File: src/rtl/ps2_key_mailbox_pkg.sv
`default_nettype none
// ============================================================================
//  Module  : ps2_key_mailbox_pkg
//  Brief   : Shared constants, scan-code map and FSM encodings for the PS/2
//            key mailbox.
//  Rev     : 1.0  initial release
// ============================================================================
package ps2_key_mailbox_pkg;

    localparam logic [2:0] c_code_none    = 3'd0;
    localparam logic [2:0] c_code_up      = 3'd1;
    localparam logic [2:0] c_code_down    = 3'd2;
    localparam logic [2:0] c_code_left    = 3'd3;
    localparam logic [2:0] c_code_right   = 3'd4;
    localparam logic [2:0] c_code_restart = 3'd5;

    localparam logic [7:0] c_sc_ext       = 8'hE0;
    localparam logic [7:0] c_sc_brk       = 8'hF0;
    localparam logic [7:0] c_sc_up_ext    = 8'h75;
    localparam logic [7:0] c_sc_down_ext  = 8'h72;
    localparam logic [7:0] c_sc_left_ext  = 8'h6B;
    localparam logic [7:0] c_sc_right_ext = 8'h74;
    localparam logic [7:0] c_sc_up        = 8'h1D;
    localparam logic [7:0] c_sc_down      = 8'h1B;
    localparam logic [7:0] c_sc_left      = 8'h1C;
    localparam logic [7:0] c_sc_right     = 8'h23;
    localparam logic [7:0] c_sc_restart   = 8'h76;

    typedef enum logic [1:0] {
        D_IDLE    = 2'd0,
        D_EXT     = 2'd1,
        D_BRK     = 2'd2,
        D_EXT_BRK = 2'd3
    } dec_state_t;

    typedef enum logic [1:0] {
        W_IDLE     = 2'd0,
        W_WRITE    = 2'd1,
        W_WAIT_ACK = 2'd2
    } wr_state_t;

    // Extended and plain scan codes live in separate tables: 0x75 alone is not "up".
    function automatic logic [2:0] map_make(input logic ext, input logic [7:0] sc);
        logic [2:0] code;
        code = c_code_none;
        if (ext) begin
            case (sc)
                c_sc_up_ext:    code = c_code_up;
                c_sc_down_ext:  code = c_code_down;
                c_sc_left_ext:  code = c_code_left;
                c_sc_right_ext: code = c_code_right;
                default:        code = c_code_none;
            endcase
        end else begin
            case (sc)
                c_sc_up:        code = c_code_up;
                c_sc_down:      code = c_code_down;
                c_sc_left:      code = c_code_left;
                c_sc_right:     code = c_code_right;
                c_sc_restart:   code = c_code_restart;
                default:        code = c_code_none;
            endcase
        end
        return code;
    endfunction

endpackage
`default_nettype wire

File: src/rtl/ps2_key_fifo.sv
`default_nettype none
// ============================================================================
//  Module  : ps2_key_fifo
//  Brief   : Small synchronous FIFO for decoded key codes; simultaneous push
//            and pop are honoured even when full.
//  Rev     : 1.0  initial release
// ============================================================================
module ps2_key_fifo #(
    parameter int DEPTH = 4,
    parameter int WIDTH = 3
) (
    input  logic             clk,
    input  logic             rst,
    input  logic             push,
    input  logic [WIDTH-1:0] din,
    input  logic             pop,
    output logic [WIDTH-1:0] dout,
    output logic             full,
    output logic             empty
);

    localparam int c_aw = (DEPTH > 1) ? $clog2(DEPTH) : 1;
    localparam int c_cw = $clog2(DEPTH + 1);
    localparam logic [c_aw-1:0] c_last  = c_aw'(DEPTH - 1);
    localparam logic [c_cw-1:0] c_depth = c_cw'(DEPTH);

    logic [WIDTH-1:0] r_mem [DEPTH];
    logic [c_aw-1:0]  r_wr_ptr;
    logic [c_aw-1:0]  r_rd_ptr;
    logic [c_cw-1:0]  r_count;
    logic             w_do_push;
    logic             w_do_pop;

    assign empty = (r_count == '0);
    assign full  = (r_count == c_depth);
    assign dout  = r_mem[r_rd_ptr];

    // A pop frees a slot in the same edge, so a push into a full FIFO may proceed.
    assign w_do_pop  = pop && !empty;
    assign w_do_push = push && (!full || w_do_pop);

    always_ff @(posedge clk) begin
        if (w_do_push) begin
            r_mem[r_wr_ptr] <= din;
        end
    end

    always_ff @(posedge clk or posedge rst) begin
        if (rst) begin
            r_wr_ptr <= '0;
            r_rd_ptr <= '0;
            r_count  <= '0;
        end else begin
            if (w_do_push) begin
                r_wr_ptr <= (r_wr_ptr == c_last) ? '0 : r_wr_ptr + c_aw'(1);
            end
            if (w_do_pop) begin
                r_rd_ptr <= (r_rd_ptr == c_last) ? '0 : r_rd_ptr + c_aw'(1);
            end
            case ({w_do_push, w_do_pop})
                2'b10:   r_count <= r_count + c_cw'(1);
                2'b01:   r_count <= r_count - c_cw'(1);
                default: r_count <= r_count;
            endcase
        end
    end

endmodule
`default_nettype wire

File: src/rtl/ps2_key_mailbox.sv
`default_nettype none
// ============================================================================
//  Module  : ps2_key_mailbox
//  Brief   : Decodes PS/2 scan codes into direction/restart codes, buffers
//            them and posts each one to a RAM mailbox word until acknowledged.
//  Rev     : 1.0  initial release
// ============================================================================
module ps2_key_mailbox
    import ps2_key_mailbox_pkg::*;
#(
    parameter logic [9:0] MAILBOX_ADDR = 10'd1007,
    parameter int         FIFO_DEPTH   = 4
) (
    input  logic        clk,
    input  logic        rst,
    input  logic        ps2_ready,
    input  logic [7:0]  ps2_byte,
    input  logic [9:0]  disp_addr,
    input  logic        key_ack,
    output logic [9:0]  ram_addrb,
    output logic        ram_web,
    output logic [31:0] ram_dinb,
    output logic        key_pending,
    output logic        overflow
);

    dec_state_t r_dec_state;
    dec_state_t w_dec_next;
    wr_state_t  r_wr_state;
    wr_state_t  w_wr_next;

    logic       w_evt_make;
    logic       w_evt_break;
    logic       w_evt_ext;
    logic [2:0] w_make_code;
    logic       w_hold_match;
    logic       w_push;
    logic       w_pop;
    logic [2:0] w_fifo_dout;
    logic       w_fifo_full;
    logic       w_fifo_empty;

    logic       r_hold_valid;
    logic       r_hold_ext;
    logic [7:0] r_hold_sc;
    logic       r_overflow;
    logic [31:0] r_dinb;

    // ---------------- decoder ----------------
    always_ff @(posedge clk or posedge rst) begin
        if (rst) begin
            r_dec_state <= D_IDLE;
        end else begin
            r_dec_state <= w_dec_next;
        end
    end

    always_comb begin
        w_dec_next = r_dec_state;
        if (ps2_ready) begin
            case (r_dec_state)
                D_IDLE: begin
                    if (ps2_byte == c_sc_ext) begin
                        w_dec_next = D_EXT;
                    end else if (ps2_byte == c_sc_brk) begin
                        w_dec_next = D_BRK;
                    end else begin
                        w_dec_next = D_IDLE;
                    end
                end
                D_EXT:     w_dec_next = (ps2_byte == c_sc_brk) ? D_EXT_BRK : D_IDLE;
                D_BRK:     w_dec_next = D_IDLE;
                D_EXT_BRK: w_dec_next = D_IDLE;
                default:   w_dec_next = D_IDLE;
            endcase
        end
    end

    always_comb begin
        w_evt_make  = 1'b0;
        w_evt_break = 1'b0;
        w_evt_ext   = 1'b0;
        if (ps2_ready) begin
            case (r_dec_state)
                D_IDLE: begin
                    w_evt_make = (ps2_byte != c_sc_ext) && (ps2_byte != c_sc_brk);
                end
                D_EXT: begin
                    w_evt_make = (ps2_byte != c_sc_brk);
                    w_evt_ext  = 1'b1;
                end
                D_BRK: begin
                    w_evt_break = 1'b1;
                end
                D_EXT_BRK: begin
                    w_evt_break = 1'b1;
                    w_evt_ext   = 1'b1;
                end
                default: begin
                    w_evt_make = 1'b0;
                end
            endcase
        end
    end

    assign w_make_code  = map_make(w_evt_ext, ps2_byte);
    assign w_hold_match = r_hold_valid && (r_hold_ext == w_evt_ext) && (r_hold_sc == ps2_byte);
    assign w_push       = w_evt_make && (w_make_code != c_code_none) && !w_hold_match;

    // Typematic hold: remembers the last accepted make until that same key breaks.
    always_ff @(posedge clk or posedge rst) begin
        if (rst) begin
            r_hold_valid <= 1'b0;
            r_hold_ext   <= 1'b0;
            r_hold_sc    <= 8'h00;
        end else if (w_push) begin
            r_hold_valid <= 1'b1;
            r_hold_ext   <= w_evt_ext;
            r_hold_sc    <= ps2_byte;
        end else if (w_evt_break && w_hold_match) begin
            r_hold_valid <= 1'b0;
        end
    end

    always_ff @(posedge clk or posedge rst) begin
        if (rst) begin
            r_overflow <= 1'b0;
        end else if (w_push && w_fifo_full && !w_pop) begin
            r_overflow <= 1'b1;
        end
    end

    ps2_key_fifo #(
        .DEPTH (FIFO_DEPTH),
        .WIDTH (3)
    ) u_fifo (
        .clk   (clk),
        .rst   (rst),
        .push  (w_push),
        .din   (w_make_code),
        .pop   (w_pop),
        .dout  (w_fifo_dout),
        .full  (w_fifo_full),
        .empty (w_fifo_empty)
    );

    // ---------------- mailbox writer ----------------
    always_ff @(posedge clk or posedge rst) begin
        if (rst) begin
            r_wr_state <= W_IDLE;
        end else begin
            r_wr_state <= w_wr_next;
        end
    end

    always_comb begin
        w_wr_next = r_wr_state;
        case (r_wr_state)
            W_IDLE:     w_wr_next = w_fifo_empty ? W_IDLE : W_WRITE;
            W_WRITE:    w_wr_next = W_WAIT_ACK;
            W_WAIT_ACK: w_wr_next = key_ack ? W_IDLE : W_WAIT_ACK;
            default:    w_wr_next = W_IDLE;
        endcase
    end

    always_comb begin
        w_pop       = (r_wr_state == W_IDLE) && !w_fifo_empty;
        ram_web     = (r_wr_state == W_WRITE);
        ram_addrb   = (r_wr_state == W_WRITE) ? MAILBOX_ADDR : disp_addr;
        key_pending = (r_wr_state == W_WRITE) || (r_wr_state == W_WAIT_ACK);
    end

    // Write data is captured at the pop so it is stable throughout W_WRITE and held afterwards.
    always_ff @(posedge clk or posedge rst) begin
        if (rst) begin
            r_dinb <= 32'd0;
        end else if (w_pop) begin
            r_dinb <= {29'd0, w_fifo_dout};
        end
    end

    assign ram_dinb = r_dinb;
    assign overflow = r_overflow;

endmodule
`default_nettype wire
File: config.mk
export PLATFORM = sky130hd
export DESIGN_NAME = ps2_key_mailbox
export DESIGN_NICKNAME = d
export VERILOG_FILES = /design/src/rtl/ps2_key_mailbox_pkg.sv /design/src/rtl/ps2_key_fifo.sv /design/src/rtl/ps2_key_mailbox.sv
export SDC_FILE = /design/constraint.sdc
export NUM_CORES = 1
export LEC_CHECK = 0
export CAP_MARGIN = 30
export CORE_ASPECT_RATIO = 0.6
export CORE_MARGIN = 2
export CORE_UTILIZATION = 51
export DETAILED_ROUTE_END_ITERATION = 16
export PLACE_DENSITY = 0.86
export REMOVE_ABC_BUFFERS = 1
export SYNTH_ARGS = -nofsm -noshare
export SYNTH_HDL_FRONTEND = slang
export SYNTH_SLANG_ARGS = --single-unit
File: constraint.sdc
create_clock -name clk -period 6.88 [get_ports clk]
set_clock_uncertainty 0.05 [all_clocks]
set_input_delay 1.376 -clock clk [delete_from_list [all_inputs] [get_ports clk]]
set_output_delay 1.376 -clock clk [all_outputs]
set_load 0.005 [all_outputs]
==> results of run 1 <==
## per-layer routing
layer,global-route usage,share of wire,vias up
met5,0,0,-
li1,-,-,739
met2,0.263,0.44,45
met4,0.0593,0.015,0
met1,0.243,0.48,698
met3,0.0655,0.068,6
## state kept, by name, indices dropped and copies added, names as in the netlist
signal	cells
u_fifo.r_mem	12
r_hold_sc	8
ram_dinb	3
u_fifo.r_count	3
r_dec_state	2
r_wr_state	2
u_fifo.r_rd_ptr	2
u_fifo.r_wr_ptr	2
overflow	1
r_hold_ext	1
r_hold_valid	1
## cell type report
| type | instances | area share |
|---|---|---|
| Tap cell | 60 | 0.0283 |
| Clock inverter | 2 | 0.00331 |
| Inverter | 10 | 0.0142 |
| Sequential cell | 37 | 0.372 |
| Multi-Input combinational cell | 153 | 0.411 |
| Timing Repair Buffer | 37 | 0.140 |
| Clock buffer | 6 | 0.0312 |
## metrics by stage
step	area [µm²]	setup WS [ns]
5_1_grt	2650	2.09
2_1_floorplan	2110	3.11
3_5_place_dp	2560	2.08
6_report	2650	2.37
4_1_cts	2650	2.40
3_3_place_gp	2560	2.17
## synthesized netlist by cell type (5+ instances only)
master and n:
nand3_1 5, edfxtp_1 12, xnor2_1 10, ha_1 8
buf_4 29, nor2_1 6, or2_2 9, dfrtp_1 25
mux2_2 9, nand2_1 16, inv_1 10, nor2b_1 5
## critical path, delay by kind of cell
kind / cells / cell delay [ns]
AND/OR/NAND/NOR: 6 / 1.44
AO/OA/AOI/OAI: 2 / 0.80
buffers and inverters: 1 / 0.60
adder cells (fa/ha/maj): 1 / 0.44
## logic make-up after synthesis
logic type | synth area share
AND/OR/NAND/NOR | 0.186
buffers and inverters | 0.126
flip-flops | 0.437
AO/OA/AOI/OAI | 0.0660
multiplexers | 0.0904
XOR/XNOR | 0.0388
adder cells (fa/ha/maj) | 0.0532
other | 0.00166
## worst paths after layout
check                                           start                             to  slack [ns]  cells past startpoint
min                              overflow$_DFFE_PP0P_           overflow$_DFFE_PP0P_        0.42                      1
max                                       ps2_byte[4]  u_fifo.r_count[2]$_DFFE_PP0P_        2.37                     10
max reg2reg                r_dec_state[0]$_DFFE_PP0P_  u_fifo.r_count[2]$_DFFE_PP0P_        3.75                      9
min in group asynchronous                         rst       r_hold_sc[7]$_DFFE_PP0P_        1.55                      2
max in group asynchronous                         rst        ram_dinb[0]$_DFFE_PP0P_        4.67                      2
min reg2reg                      overflow$_DFFE_PP0P_           overflow$_DFFE_PP0P_        0.42                      1
## power by group through the flow
stage | registers (mW) | clock network [mW] | logic [mW]
after floorplan | 0.326 | 0 | 0.198
after global placement | 0.332 | 0 | 0.314
after detailed placement | 0.336 | 0 | 0.326
after CTS | 0.332 | 0.158 | 0.330
after global routing | 0.341 | 0.167 | 0.369
final | 0.332 | 0.153 | 0.327
==> impl_metrics.yaml, run 1 <==
outcome:
  run_status: "finished, final reports clean"
final_layout:
  multiInputGateArea_mm2: 0.00109
  mostFrequentLayoutCell: "clkdlybuf4s50_1"
  fillers: 368
  layoutNonFillerInstCount: 305
  antenna_cells_inserted: 0
  share_of_final_layout_standard_cells_stronger_than_drive_strength_1: 0.143
  post-route-util: 0.633
  final_cell_mix: "clkdlybuf4s50_1 (37), conb_1 (29), dfrtp_1 (25)"
  area.growth.synth_to_final_pct: 17.5
  final_net_count: 275
  register_area_um2: 986
route:
  drt_pass1_iterations: 4
  drt_drc_violations_left: 0
  antenna_left: 0
  drt-wirelength-per-cell_um: 13.8
  drt_iter0_markers: 78
  detail_route.vias_per_cell: 4.88
  detailroute.via_count: 1488
  routed_wirelength_mm: 4.21
yosys:
  ys_seq_area_frac: 0.437
  synthDominantAreaCellType: "dfrtp_1"
  yosysWarnings: 0
  ys_ff_latch: 37
  synth_flop_cell: "dfrtp_1"
  synth_largest_type_area_fraction: 0.277
  synth_area_per_cell_um2: 11.0
  synthTopCellsByArea: "dfrtp_1 (28%), edfxtp_1 (16%), buf_4 (9.7%), mux2_2 (4.5%), ha_1 (4.4%)"
  netlist_instances: 206
  ys_async_sr_fraction: 0.676
  number_of_enable_flip_flop_cells_after_synthesis: 12
  synthDistinctLibCells: 51
  syn_area_mm2: 0.00226
timing:
  maxSlewHeadroom: 0.378
  min_period_over_period: 0.655
  final_max_slew_violation_count: 0
  tns_ns: 0
  max_freq_mhz: 222
  final-hold-violation-count: 0
  unrepaired_setup_endpoints_after_global_routing: "no"
  hold_slack_ns: 0.419
  tightest_slew_ns: 0.932
  final_period_minus_worst_setup_slack_ns: 4.51
  setup-violations-final: 0
placement:
  detailed_place_hpwl_mm: 3.24
  placedCellCount: 297
  io_buffer_count: 37
  routabilityCongestion: 0.831
power_and_ir_drop:
  clockPowerShare: 0.188
  pwr-share-seq: 0.409
  combinational_share_of_power: 0.402
  switching_power_total_uw: 268
  leakage_nw: 1.15
  sw_frac_of_total: 0.330
  internal_power_uw: 544
  power_uw: 812
  power.density_mw_per_mm2: 306
  vdd_drop_max_v: 0.000175
job:
  max_cap_violations: 0
clock_network:
  cts.htree.levels: 2
  cts_resized: 0
  numCtsBuffers: 5
  insertion_delay_ns: 0.29
  cts.clk_slew.worst_paths_ns: 0.07
  cts_hold_repair.buffers: 0
  post-cts-setup-buffer-count: 0
  clock_tree.root_cell: "clkbuf_8"
  ctsLongestPathBuffers: 2
  clock_sinks: 37
  tritoncts: "done"
critical_path:
  worst-endpoint-required_ns: 7.06
  cp_slowest_cell: "o21a_1"
  timing.setup.critical_path_class: "input port to register"
  timing.critical_path.fanout_max: 19
  path_cells: "clkdlybuf4s50_1, nor2b_1, nand3_1, nor3_1, a31o_2, o21a_1, nor2_1, fa_1, or4_1, nand4b_1"
  critical_path.endpoint_type: "register"
  crit_path_max_incr_delay_ns: 0.61
  sort_of_element_at_the_start_of_the_critical_path: "input port"
  worst_ep_arrival_time_ns: 4.68
grt:
  grt_use_total: 0.178
  grt_pass1_wl_mm: 6.91
  overflow_left_after_global_routing: 0
  initial_antenna_violation_count: 0
  first_global_vias: 1427
  pin_count_of_the_biggest_net_entering_global_routing: 26
die:
  floorplan.core_area_mm2: 0.00419
  start_util: 0.539
  chipWidth_um: 89.9
  die_height_um: 55.5
  row_count: 18
  design.portCount: 67
  floorplan.die_area_mm2: 0.00499
worst_hold_path:
  worstHoldPathType: "register to register"
Note: power is estimated with default switching activity, not from simulation.
==> run 2: changes to the inputs <==
--- a/config.mk
+++ b/config.mk
@@ -8,9 +8,9 @@
 export CAP_MARGIN = 30
 export CORE_ASPECT_RATIO = 0.6
 export CORE_MARGIN = 2
-export CORE_UTILIZATION = 51
+export CORE_UTILIZATION = 43
 export DETAILED_ROUTE_END_ITERATION = 16
-export PLACE_DENSITY = 0.86
+export PLACE_DENSITY = 0.77
 export REMOVE_ABC_BUFFERS = 1
 export SYNTH_ARGS = -nofsm -noshare
 export SYNTH_HDL_FRONTEND = slang
==> constraint.sdc (replaced) <==
create_clock -name clk -period 4.1 [get_ports clk]
set_clock_uncertainty 0.05 [all_clocks]
set_input_delay 0.82 -clock clk [delete_from_list [all_inputs] [get_ports clk]]
set_output_delay 0.82 -clock clk [all_outputs]
set_load 0.005 [all_outputs]
==> run 2 against run 1 <==
  * Wire length is 7.3% lower
  * Final area up 2.8%
  * Die area grew 17%
  * Via count decreased by 0.74%
  * Non-clock buffer count is 3 higher
  * Worst setup slack got worse by 1.7 ns
  * Sequential share of layout area fell by 1.0 points
  * Critical path type unchanged
  * Clock-buffer cell count grew 1
  * Register-to-register slack worse by 2.2 ns
  * Highest routed layer unchanged
==> impl_metrics.yaml, run 2 (synthesis gave the netlist of run 1 again) <==
route:
  routed_wirelength_mm: 3.90
  drt_iter0_markers: 44
  detail_route.vias_per_cell: 4.70
  drt-wirelength-per-cell_um: 12.4
  drt_drc_violations_left: 0
  drt_pass1_iterations: 4
  met1Wirelength_mm: 1.85
  routed-wl-met2_mm: 1.71
  met3RoutedLength_um: 326
  detailroute.via_count: 1477
  highest-signal-layer: "met4"
  antenna_left: 0
critical_path:
  sort_of_element_at_the_start_of_the_critical_path: "input port"
  worstReg2RegStart: "r_dec_state[0]$_DFFE_PP0P_"
  critical_path.endpoint_type: "register"
  crit_path_max_incr_delay_ns: 0.59
  path_cells: "clkdlybuf4s50_1, nor2b_1, nand3_1, o41ai_1, a31o_2, o21a_1, nor2_1, fa_1, or4_1, nand4b_1"
  timing.setup.critical_path_class: "input port to register"
  setup.reg_to_reg.worst_slack_ns: 1.53
  worst-endpoint-required_ns: 4.27
  cp_slowest_cell: "clkdlybuf4s50_1"
  timing.critical_path.fanout_max: 7
  timing.reg2reg.worst_path_depth: 9
  path_delay_family: "simple AND/OR/NAND/NOR gates"
  worst_ep_arrival_time_ns: 3.62
  worstReg2RegEnd: "u_fifo.r_count[2]$_DFFE_PP0P_"
  worst-path-buf-inv: 1
clock_network:
  cts_resized: 0
  ctsLongestPathBuffers: 2
  cts.clk_slew.worst_paths_ns: 0.07
  tritoncts: "done"
  numCtsBuffers: 5
  clock_tree.root_cell: "clkbuf_8"
  post-cts-setup-buffer-count: 0
  insertion_delay_ns: 0.28
  clock_sinks: 37
  cts_hold_repair.buffers: 0
  cts.htree.levels: 2
final_layout:
  mostFrequentLayoutCell: "clkdlybuf4s50_1"
  register_name_with_the_most_flops: "u_fifo.r_mem"
  reg_top3: "u_fifo.r_mem: 12 flops, r_hold_sc: 8 flops"
  layoutNonFillerInstCount: 314
  antenna_cells_inserted: 0
  final_net_count: 278
  fillers: 435
  largest_register_ff_count: 12
  register_area_um2: 986
  area.growth.synth_to_final_pct: 20.8
  final_cell_mix: "clkdlybuf4s50_1 (37), conb_1 (29), dfrtp_1 (25)"
  share_of_final_layout_standard_cells_stronger_than_drive_strength_1: 0.153
  multiInputGateArea_mm2: 0.00109
timing:
  final_period_minus_worst_setup_slack_ns: 3.45
  tightest_slew_ns: 0.662
  max_freq_mhz: 290
  final-hold-violation-count: 0
  maxSlewHeadroom: 0.556
  final_max_slew_violation_count: 0
  min_period_over_period: 0.842
  setup-violations-final: 0
  tns_ns: 0
  unrepaired_setup_endpoints_after_global_routing: "no"
grt:
  pin_count_of_the_biggest_net_entering_global_routing: 20
  first_global_vias: 1382
  overflow_left_after_global_routing: 0
  initial_antenna_violation_count: 0
  grt_pass1_wl_mm: 6.69
  grt_use_total: 0.147
die:
  floorplan.core_area_mm2: 0.00505
  start_util: 0.446
  design.portCount: 67
  die_height_um: 60.1
  chipWidth_um: 97.5
  row_count: 20
  floorplan.die_area_mm2: 0.00586
placement:
  io_buffer_count: 37
  routabilityCongestion: 0.841
  placedCellCount: 306
  detailed_place_hpwl_mm: 3.02
power_and_ir_drop:
  leakage_nw: 1.18
  vdd_drop_max_v: 0.000207
  power.density_mw_per_mm2: 519
worst_hold_path:
  holdCritStartpoint: "overflow$_DFFE_PP0P_"
  worst_hold_path.num_cells: 1
  worstHoldPathType: "register to register"
  hold_path_end: "overflow$_DFFE_PP0P_"
outcome:
  run_status: "finished, final reports clean"
job:
  max_cap_violations: 0
[run 2: cell types whose count changed in the layout (fill, tap and decap cells not counted)]
cell       delta
clkbuf_1      +1
clkinv_2      -1
buf_16        +1
clkinv_1      -1
bufinv_16     +1
buf_4         +2
[run 2: worst max-delay path by stage]
stage	startpoint	to	slack [ns]	cells past startpoint
after floorplan	ps2_byte[3]	u_fifo.r_count[2]$_DFFE_PP0P_	0.89	9
after global placement	ps2_byte[4]	u_fifo.r_count[2]$_DFFE_PP0P_	0.50	10
after detailed placement	ps2_byte[4]	u_fifo.r_count[2]$_DFFE_PP0P_	0.43	10
after CTS	ps2_byte[4]	u_fifo.r_count[2]$_DFFE_PP0P_	0.70	10
after global routing	ps2_byte[4]	u_fifo.r_count[2]$_DFFE_PP0P_	0.38	10
final	ps2_byte[4]	u_fifo.r_count[2]$_DFFE_PP0P_	0.65	10
[run 2: layout make-up]
class                   instances  share of cell area
clock inverters                 1              0.0110
flip-flops and latches         37               0.362
well taps                      66              0.0303
multi-input cells             153               0.400
repair buffers                 40               0.152
clock buffers                   7              0.0317
inverters                      10              0.0138
[run 2: report_power, final]
part / total (mW) / switching [mW] / internal [mW] / leakage [nW]
combinational: 0.534 / 0.225 / 0.310 / 0.685
clock: 0.326 / 0.128 / 0.198 / 0.0585
sequential: 0.554 / 0.0840 / 0.470 / 0.435
total: 1.41 / 0.436 / 0.978 / 1.18
[run 2: metrics by stage]
step                 util  setup WS, ns  hold slack (ns)  cell area (µm²)  power (mW)
floorplan               -         0.889            0.401             2110       0.879
global placement    0.511         0.501            0.399             2580        1.08
detailed placement  0.516         0.426            0.411             2610        1.10
CTS                 0.539         0.704            0.428             2730        1.43
global route        0.539         0.378            0.459             2730        1.54
finish              0.539         0.649            0.424             2730        1.41
[run 2: layer usage]
layer | track usage | vias up
met3 | 0.0480 | 2
li1 | - | 737
met1 | 0.195 | 685
met5 | 0 | -
met4 | 0.0476 | 0
met2 | 0.231 | 53
